**src/rtl/muldiv_unit.sv**
```systemverilog
// RV32M multiply/divide unit: 32-cycle shift-add multiplier and restoring divider.
// Define MULDIV_FAST_MUL_EN to compute multiplies in one cycle with a 33x33 signed multiplier.
module muldiv_unit (
  input  logic        clk_i,
  input  logic        rstn_i,
  input  logic        start_i,
  input  logic [2:0]  op_i,
  input  logic [31:0] rs1_i,
  input  logic [31:0] rs2_i,
  input  logic [4:0]  rd_addr_i,
  output logic        busy_o,
  output logic        done_o,
  output logic [31:0] result_o,
  output logic [4:0]  rd_addr_o,
  output logic        write_en_o
);

  localparam int unsigned XLEN = 32;
  localparam int unsigned CNTW = 6;
  localparam int unsigned PW   = 2 * XLEN;
  localparam logic [CNTW-1:0] LAST_ITER = CNTW'(XLEN - 1);

  typedef enum logic [1:0] {
    S_IDLE = 2'd0,
    S_CALC = 2'd1,
    S_DONE = 2'd2
  } state_t;

  state_t            state;
  logic [CNTW-1:0]   cnt;
  logic [2:0]        op_q;
  logic [XLEN-1:0]   hi_q;
  logic [XLEN-1:0]   lo_q;
  logic [XLEN-1:0]   opb_q;
  logic              neg_q;
  logic              rneg_q;
  logic [4:0]        rd_q;

  logic              is_div;
  logic              a_signed;
  logic              b_signed;
  logic              sa;
  logic              sb;
  logic              div_zero;
  logic              div_ovf;
  logic              fast_path;
  logic [XLEN-1:0]   a_mag;
  logic [XLEN-1:0]   b_mag;
  logic [XLEN-1:0]   fast_res;

`ifdef MULDIV_FAST_MUL_EN
  logic signed [XLEN:0]   fa;
  logic signed [XLEN:0]   fb;
  logic signed [PW-1:0]   fp;

  // Sign bit extends only the operands the opcode treats as signed
  assign fa = {sa, rs1_i};
  assign fb = {sb, rs2_i};
  assign fp = PW'(fa) * PW'(fb);
`endif

  // Operand decode and single-cycle results
  always_comb begin
    is_div    = op_i[2];
    a_signed  = is_div ? ~op_i[0] : (op_i[1:0] != 2'b11);
    b_signed  = is_div ? ~op_i[0] : ~op_i[1];
    sa        = a_signed & rs1_i[XLEN-1];
    sb        = b_signed & rs2_i[XLEN-1];
    a_mag     = sa ? -rs1_i : rs1_i;
    b_mag     = sb ? -rs2_i : rs2_i;
    div_zero  = is_div && (rs2_i == '0);
    div_ovf   = is_div && !op_i[0] && (rs1_i == {1'b1, {(XLEN-1){1'b0}}}) && (rs2_i == '1);
    fast_path = div_zero | div_ovf;
    fast_res  = '0;
    if (div_zero) begin
      fast_res = op_i[1] ? rs1_i : '1;
    end else if (div_ovf) begin
      fast_res = op_i[1] ? '0 : {1'b1, {(XLEN-1){1'b0}}};
    end
`ifdef MULDIV_FAST_MUL_EN
    else if (!is_div) begin
      fast_res = (op_i[1:0] == 2'b00) ? fp[XLEN-1:0] : fp[PW-1:XLEN];
    end
    fast_path = fast_path | ~is_div;
`endif
  end

  logic [XLEN:0]     sum;
  logic [XLEN:0]     shifted;
  logic              ge;
  logic [XLEN-1:0]   hi_n;
  logic [XLEN-1:0]   lo_n;
  logic [PW-1:0]     prod;
  logic [XLEN-1:0]   calc_res;

  // One iteration: hi/lo hold product (mul) or remainder/quotient (div)
  always_comb begin
    sum     = {1'b0, hi_q} + (lo_q[0] ? {1'b0, opb_q} : '0);
    shifted = {hi_q, lo_q[XLEN-1]};
    ge      = shifted >= {1'b0, opb_q};
    if (op_q[2]) begin
      hi_n = ge ? XLEN'(shifted - {1'b0, opb_q}) : shifted[XLEN-1:0];
      lo_n = {lo_q[XLEN-2:0], ge};
    end else begin
      hi_n = sum[XLEN:1];
      lo_n = {sum[0], lo_q[XLEN-1:1]};
    end
    prod = neg_q ? -{hi_n, lo_n} : {hi_n, lo_n};
    if (op_q[2]) begin
      calc_res = op_q[1] ? (rneg_q ? -hi_n : hi_n) : (neg_q ? -lo_n : lo_n);
    end else begin
      calc_res = (op_q[1:0] == 2'b00) ? prod[XLEN-1:0] : prod[PW-1:XLEN];
    end
  end

  // Control FSM with datapath and registered outputs
  always_ff @(posedge clk_i or negedge rstn_i) begin
    if (!rstn_i) begin
      state      <= S_IDLE;
      cnt        <= '0;
      op_q       <= '0;
      hi_q       <= '0;
      lo_q       <= '0;
      opb_q      <= '0;
      neg_q      <= 1'b0;
      rneg_q     <= 1'b0;
      rd_q       <= '0;
      busy_o     <= 1'b0;
      done_o     <= 1'b0;
      write_en_o <= 1'b0;
      result_o   <= '0;
      rd_addr_o  <= '0;
    end else begin
      done_o     <= 1'b0;
      write_en_o <= 1'b0;
      case (state)
        S_IDLE: begin
          if (start_i) begin
            op_q   <= op_i;
            rd_q   <= rd_addr_i;
            busy_o <= 1'b1;
            if (fast_path) begin
              state      <= S_DONE;
              result_o   <= fast_res;
              rd_addr_o  <= rd_addr_i;
              done_o     <= 1'b1;
              write_en_o <= 1'b1;
            end else begin
              state  <= S_CALC;
              cnt    <= '0;
              hi_q   <= '0;
              lo_q   <= is_div ? a_mag : b_mag;
              opb_q  <= is_div ? b_mag : a_mag;
              neg_q  <= sa ^ sb;
              rneg_q <= sa;
            end
          end
        end
        S_CALC: begin
          hi_q <= hi_n;
          lo_q <= lo_n;
          cnt  <= cnt + 1'b1;
          if (cnt == LAST_ITER) begin
            state      <= S_DONE;
            result_o   <= calc_res;
            rd_addr_o  <= rd_q;
            done_o     <= 1'b1;
            write_en_o <= 1'b1;
          end
        end
        S_DONE: begin
          state  <= S_IDLE;
          busy_o <= 1'b0;
        end
        default: begin
          state  <= S_IDLE;
          busy_o <= 1'b0;
        end
      endcase
    end
  end

endmodule

```
**config.mk**
```make
export PLATFORM = sky130hd
export DESIGN_NAME = muldiv_unit
export DESIGN_NICKNAME = d
export VERILOG_FILES = /design/src/rtl/muldiv_unit.sv
export SDC_FILE = /design/constraint.sdc
export NUM_CORES = 1
export LEC_CHECK = 0
export CAP_MARGIN = 25
export CORE_MARGIN = 2
export CORE_UTILIZATION = 58
export DETAILED_ROUTE_END_ITERATION = 12
export PLACE_DENSITY = 0.91
export SKIP_LAST_GASP = 1
export SLEW_MARGIN = 20
export SYNTH_ARGS = -nofsm -noshare
export SYNTH_HDL_FRONTEND = slang
export SYNTH_SLANG_ARGS = --single-unit
```
**constraint.sdc**
```tcl
create_clock -name clk_i -period 5.68 [get_ports clk_i]
set_clock_uncertainty 0.1 [all_clocks]
set_input_delay 1.136 -clock clk_i [delete_from_list [all_inputs] [get_ports clk_i]]
set_output_delay 1.136 -clock clk_i [all_outputs]
set_load 0.02 [all_outputs]
```
# Yosys cells after proc, flatten, opt, wreduce, memory -nomap -nowiden

Cells that the tools add are included.

Input bits: 75
Latch bits: 0
Flip-flop bits (word level): 153
Memory bits (writable): 0
Logic and storage cells: 101
Output and inout bits: 40
ROM bits: 0
Memories: 0

Reductions and logical operators: 15
Eq/ne operators: 9
Shift-type cells: 0
Order comparisons: 1
Bitwise gates (word level): 8
Multiplexer cells: 47
$mul: 0
$add $sub $neg: 8
Divide/modulo/power cells: 0

Operators by type and width:

| kind                                          | number |
|---|---|
| two-way mux 32 bit                            | 24 |
| case mux 32 bit (2 select lines)              | 3 |
| negator 32 bit                                | 4 |
| == test 32 bit, second input constant         | 2 |
| two-way mux 64 bit                            | 1 |
| negator 64 bit                                | 1 |
| adder 32 x 32 -> 33 bit                       | 1 |
| greater-or-equal comparator 33 x 32 -> 1 bit  | 1 |
| zero test 32 bit                              | 1 |
| subtractor 32 bit                             | 1 |
| two-way mux 5 bit                             | 3 |
| two-way mux 6 bit                             | 2 |
| case mux 6 bit (2 select lines)               | 1 |
| inequality test 2 bit, second input constant  | 5 |
| case mux 5 bit (2 select lines)               | 1 |
| adder 6 x 1 -> 6 bit, second input constant   | 1 |
| == test 6 x 5 -> 1 bit, second input constant | 1 |
| two-way mux 1 bit                             | 6 |
| two-way mux 2 bit                             | 3 |
| AND reduction 2 bit                           | 3 |
| AND reduction 3 bit                           | 2 |
| logical AND 1 bit                             | 4 |
| zero test 2 bit                               | 2 |
| NOT 1 bit                                     | 4 |
| other kinds (9)                               | 11 |

# Logic depth before layout (Yosys ltp)

Depth in word-level cells: 9
Depth in mapped cells: 23
Depth with buffers taken out: 20

# Worst setup path before layout

Ideal clock, no wire load.

Path type: reg-to-reg
Start point: register hi_q[2]
End point: register result_o[12]
Stages on the path, launching flop included: 20
Path buffers: 2
Data required time: 5503 ps
Arrival time: 4652 ps
Slack: 850 ps
Setup time: 77 ps
Clock period less this slack: 4830 ps
Cells stage by stage: dfrtp_1 > ha_1 > a21o_1 > a21oi_2 > a2111oi_4 > o31ai_4 > buf_2 > a41o_1 > ha_1 > o21ai_0 > or2_2 > nor2_1 > nand3_1 > or2_2 > clkbuf_1 > or4_1 > o21ai_0 > a22o_1 > mux2i_1 > a21oi_1

Word-level cells in the longest chain between the ends: 9
Elaborated cells on any way between the ends: 17
Classes of those cells: add/sub (5); order compare (1); mux (11)

RTL lines:

| what                                                                              | line     | source |
|---|---|---|
| start: declaration                                                                | 32       | `logic [XLEN-1:0] hi_q;` |
| start signal: assignment                                                          | 160      | `hi_q <= hi_n;` |
| subtractor 32 bit or greater-or-equal comparator 33 x 32 -> 1 bit (tied branches) | 102, 100 |  |
| two-way mux 32 bit                                                                | 102      | `hi_n = ge ? XLEN'(shifted - {1'b0, opb_q}) : shifted[XLEN-1:0];` |
| two-way mux 32 bit                                                                | 101      | `if (op_q[2]) begin` |
| negator 64 bit or negator 32 bit (tied branches)                                  | 108, 110 |  |
| two-way mux 64 bit or two-way mux 32 bit (tied branches)                          | 108, 110 |  |
| two-way mux 32 bit, on equally long branches                                      | 112, 110 |  |
| two-way mux 32 bit *                                                              | 109      | `if (op_q[2]) begin` |
| two-way mux 32 bit *                                                              | 163      | `if (cnt == LAST_ITER) begin` |
| case mux 32 bit (2 select lines) *                                                | 136      | `case (state)` |
| end signal: assignment                                                            | 144      | `result_o <= fast_res;` |
| end signal: assignment                                                            | 165      | `result_o <= calc_res;` |
| end: declaration                                                                  | 13       | `output logic [31:0] result_o,` |

Mark *: on every way between the ends. The rest lies on a longest branch, timed or not. The select of a mux whose other input is x is not followed.
A chain may end at the register's enable or synchronous reset.

# Worst setup path in the final report

Start point: register lo_q[0]
End point: register result_o[29]

Word-level cells in the longest chain between the ends: 9
Elaborated cells on any way between the ends: 15
Classes of those cells: add/sub (4); mux (11)

RTL lines:

| what                                                     | line     | source |
|---|---|---|
| start: declaration                                       | 33       | `logic [XLEN-1:0] lo_q;` |
| start signal: assignment                                 | 152      | `lo_q <= is_div ? a_mag : b_mag;` |
| start signal: assignment                                 | 161      | `lo_q <= lo_n;` |
| two-way mux 32 bit                                       | 98       | `sum = {1'b0, hi_q} + (lo_q[0] ? {1'b0, opb_q} : '0);` |
| adder 32 x 32 -> 33 bit                                  | 98       |  |
| two-way mux 32 bit                                       | 101      |  |
| negator 64 bit or negator 32 bit (tied branches)         | 108, 110 |  |
| two-way mux 64 bit or two-way mux 32 bit (tied branches) | 108, 110 |  |
| two-way mux 32 bit, on equally long branches             | 112, 110 |  |
| two-way mux 32 bit *                                     | 109      |  |
| two-way mux 32 bit *                                     | 163      |  |
| case mux 32 bit (2 select lines) *                       | 136      |  |

Marked as above.

==> out/qor.yml <==
status: "completed"
die_w_um: 174
wirelength_mm: 71.4
gr-total-overflow: 0
track_usage_pct: 46.6
cp.arrival_ns: 5.71
path_class: "reg2reg"
drt-initial-drc-count: 3084
nFillCells: 2488
vias: 19059
crit_path_cell_trace: "buf_4 -> and2_1 -> ha_1 -> a21oi_2 -> o21ai_0 -> o21ai_1 -> a31oi_2 -> or3_1 -> a21oi_1 -> a31o_2 -> nand3_1 -> or3_4 -> or3_1 -> o31ai_1 -> a2111oi_0 -> buf_4 -> a311oi_1"
crit_path_end_kind: "flip-flop"
crit_required_ns: 5.95
worstSkewPairLatency_ns: 0.47
start_util_pct: 58.6
slew_violations: 0
dr.pass1.iters: 6
yosys.area.top_type: "dfrtp_1"
rows: 62
synth_area_um2: 16800
root_buffer: "clkbuf_16"
fin_setup_tns_ns: 0
wl_per_cell_um: 26.2
tightest_slew_ns: 1.04
drive_gt1_share_pct: 7.84
max_stage_delay_ns: 0.65
cts_hold_buf: 0
fmax_mhz: 184
fin_crit_sh_pct: 95.6
synth_top_area_share_pct: 22.8
synth_seq_cells: 153
slew_headroom_pct: 30.5
cts_buffers: 17
drv_cap: 0
seq_area_frac_synth_pct: 22.8
port_buffers: 114
die_h_um: 174
synthDistinctLibCells: 110
hold_viol_final: 0
antenna_found_initial: 2
cts_sinks: 153
diodes: 0
nNetsFinal: 2480
hold_path_class: "reg2reg"
ctsHtreeMaxLevel: 4
io-pin-count: 115
cts_tree: "built"
avgSynthCellArea_um2: 7.40
start_kind: "flip-flop"
dpl.hpwl_mm: 56.1
period_minus_slack_ns: 5.43
mostFrequentLayoutCells: "309 x nand2_1, 220 x o21ai_0, 190 x nor2_1"
gp_congestion: 1.09
fp.coreArea_um2: 28600
setup_viol: 0
slowest_stage: "o21ai_1"
dieArea_um2: 30300
async_reset_ff_share_pct: 100
drc_errors: 0
synth_edf_count: 0
grt_pass1_vias: 17549
final_common_cell: "nand2_1"
synth_warnings: 0
grt_pass1_wl_mm: 107
synth_ff_type: "dfrtp_1"
antenna_left: 0
cp_max_fo: 14
synthTopCellsByArea: "dfrtp_1 23%, nand2_1 6.9%, o21ai_0 6.6%"
viasPerCell: 6.98
grt_max_degree: 58
path_clk_slew_ns: 0.07
area_delta_synth_final_pct: 13.3
syn_nets: 2415
cts_max_path_buffers: 2
syn_inst: 2268
rsz0062_at_grt: "false"
[area by class of cell]
| class | instances | area (um^2) | area share, % |
|---|---|---|---|
| clock inverter | 14 | 136 | 0.718 |
| tap | 384 | 480 | 2.53 |
| sequential | 153 | 3830 | 20.2 |
| multi-input combinational | 1899 | 12100 | 63.8 |
| inverter | 75 | 282 | 1.48 |
| clock buffer | 18 | 429 | 2.26 |
| timing repair buffer | 187 | 1730 | 9.08 |
[stage by stage]
step	hold slack (ns)	area, um^2	util, %	cells	setup WS (ns)
detailed placement	0.369	18400	64.3	2697	0.378
global route	0.421	19000	66.4	2730	0.0396
CTS	0.387	19000	66.3	2729	0.343
floorplan	0.346	16800	-	2268	0.850
global placement	0.357	18400	64.3	2697	0.227
finish	0.386	19000	66.4	2730	0.248
[state kept, by name, summed over array words and instances, names as in the netlist]
name	cells
rd_q	5
write_en_o	1
rd_addr_o	5
neg_q	1
busy_o	1
lo_q	32
state	2
op_q	3
hi_q	32
opb_q	32
result_o	32
cnt	6
rneg_q	1
[cell usage after synthesis, types with 6 or more instances]
master,n
a211oi_1,21
a21boi_0,7
a21o_1,28
a21oi_1,179
a21oi_2,6
a221oi_1,12
a22o_1,17
a311oi_1,7
a31oi_1,41
and2_1,46
and3_1,15
and4_1,14
buf_1,24
buf_2,14
clkbuf_1,97
dfrtp_1,153
ha_1,70
inv_1,72
mux2_2,12
mux2i_1,43
nand2_1,310
nand2b_1,21
nand3_1,39
nand4_1,36
nor2_1,190
nor2b_1,18
nor3_1,54
nor4_1,22
o211ai_1,36
o21a_1,12
o21ai_0,220
o21ai_1,17
o21bai_1,6
o221ai_1,37
o22a_1,7
o22ai_1,9
o31ai_1,16
o41ai_1,7
or2_2,13
or3_1,16
or4_1,10
xnor2_1,105
xor2_1,73
[what timing repair did]
| item | CTS | global route |
|---|---|---|
| setup endpoints to repair | 0 | 6 |
| buffers inserted | 0 | 0 |
| endpoints found under the hold margin | 0 | 0 |
| gates resized for setup | 0 | 3 |
[worst max-delay path: cells and delay by family, from the launching register on]
kind            cells  cell delay [ns]
fa+ha+maj           1             0.39
simple gates        5             1.50
flops               1             0.40
compound gates      9             2.59
buf+inv             2             0.36
[routing by layer]
layer | track usage, % | share of wire, % | vias to the layer above
met5 | 0 | 0.080 | -
met4 | 25.0 | 6.5 | 6
met3 | 16.6 | 15 | 288
met2 | 66.4 | 41 | 1437
met1 | 61.5 | 38 | 8900
li1 | - | - | 8428
[final timing paths]
check | from | slack [ns] | end | depth (start not counted)
max | lo_q[0] | 0.25 | result_o[29] | 17
min | rd_q[3] | 0.39 | rd_q[3] | 2
max reg2reg | lo_q[0] | 0.25 | result_o[29] | 17
min reg2reg | rd_q[3] | 0.39 | rd_q[3] | 2
max in group asynchronous | rstn_i | 3.76 | opb_q[10] | 2
min in group asynchronous | rstn_i | 0.49 | result_o[26] | 1
[kinds of logic (layout without fill, tap and decap cells)]
family                   after synthesis  count (layout)  share of synthesized area (%)
XOR/XNOR                             178             178                           9.29
buffers and inverters                216             294                           5.10
AND/OR/NAND/NOR                      832             832                           23.8
multiplexers                          58              58                           3.66
flip-flops                           153             153                           22.8
adder cells (fa/ha/maj)               72              72                           5.46
AO/OA/AOI/OAI                        759             759                           29.9
Power is not shown: default switching activity piles up to over one toggle a cycle in this logic, so the estimate is an artifact.
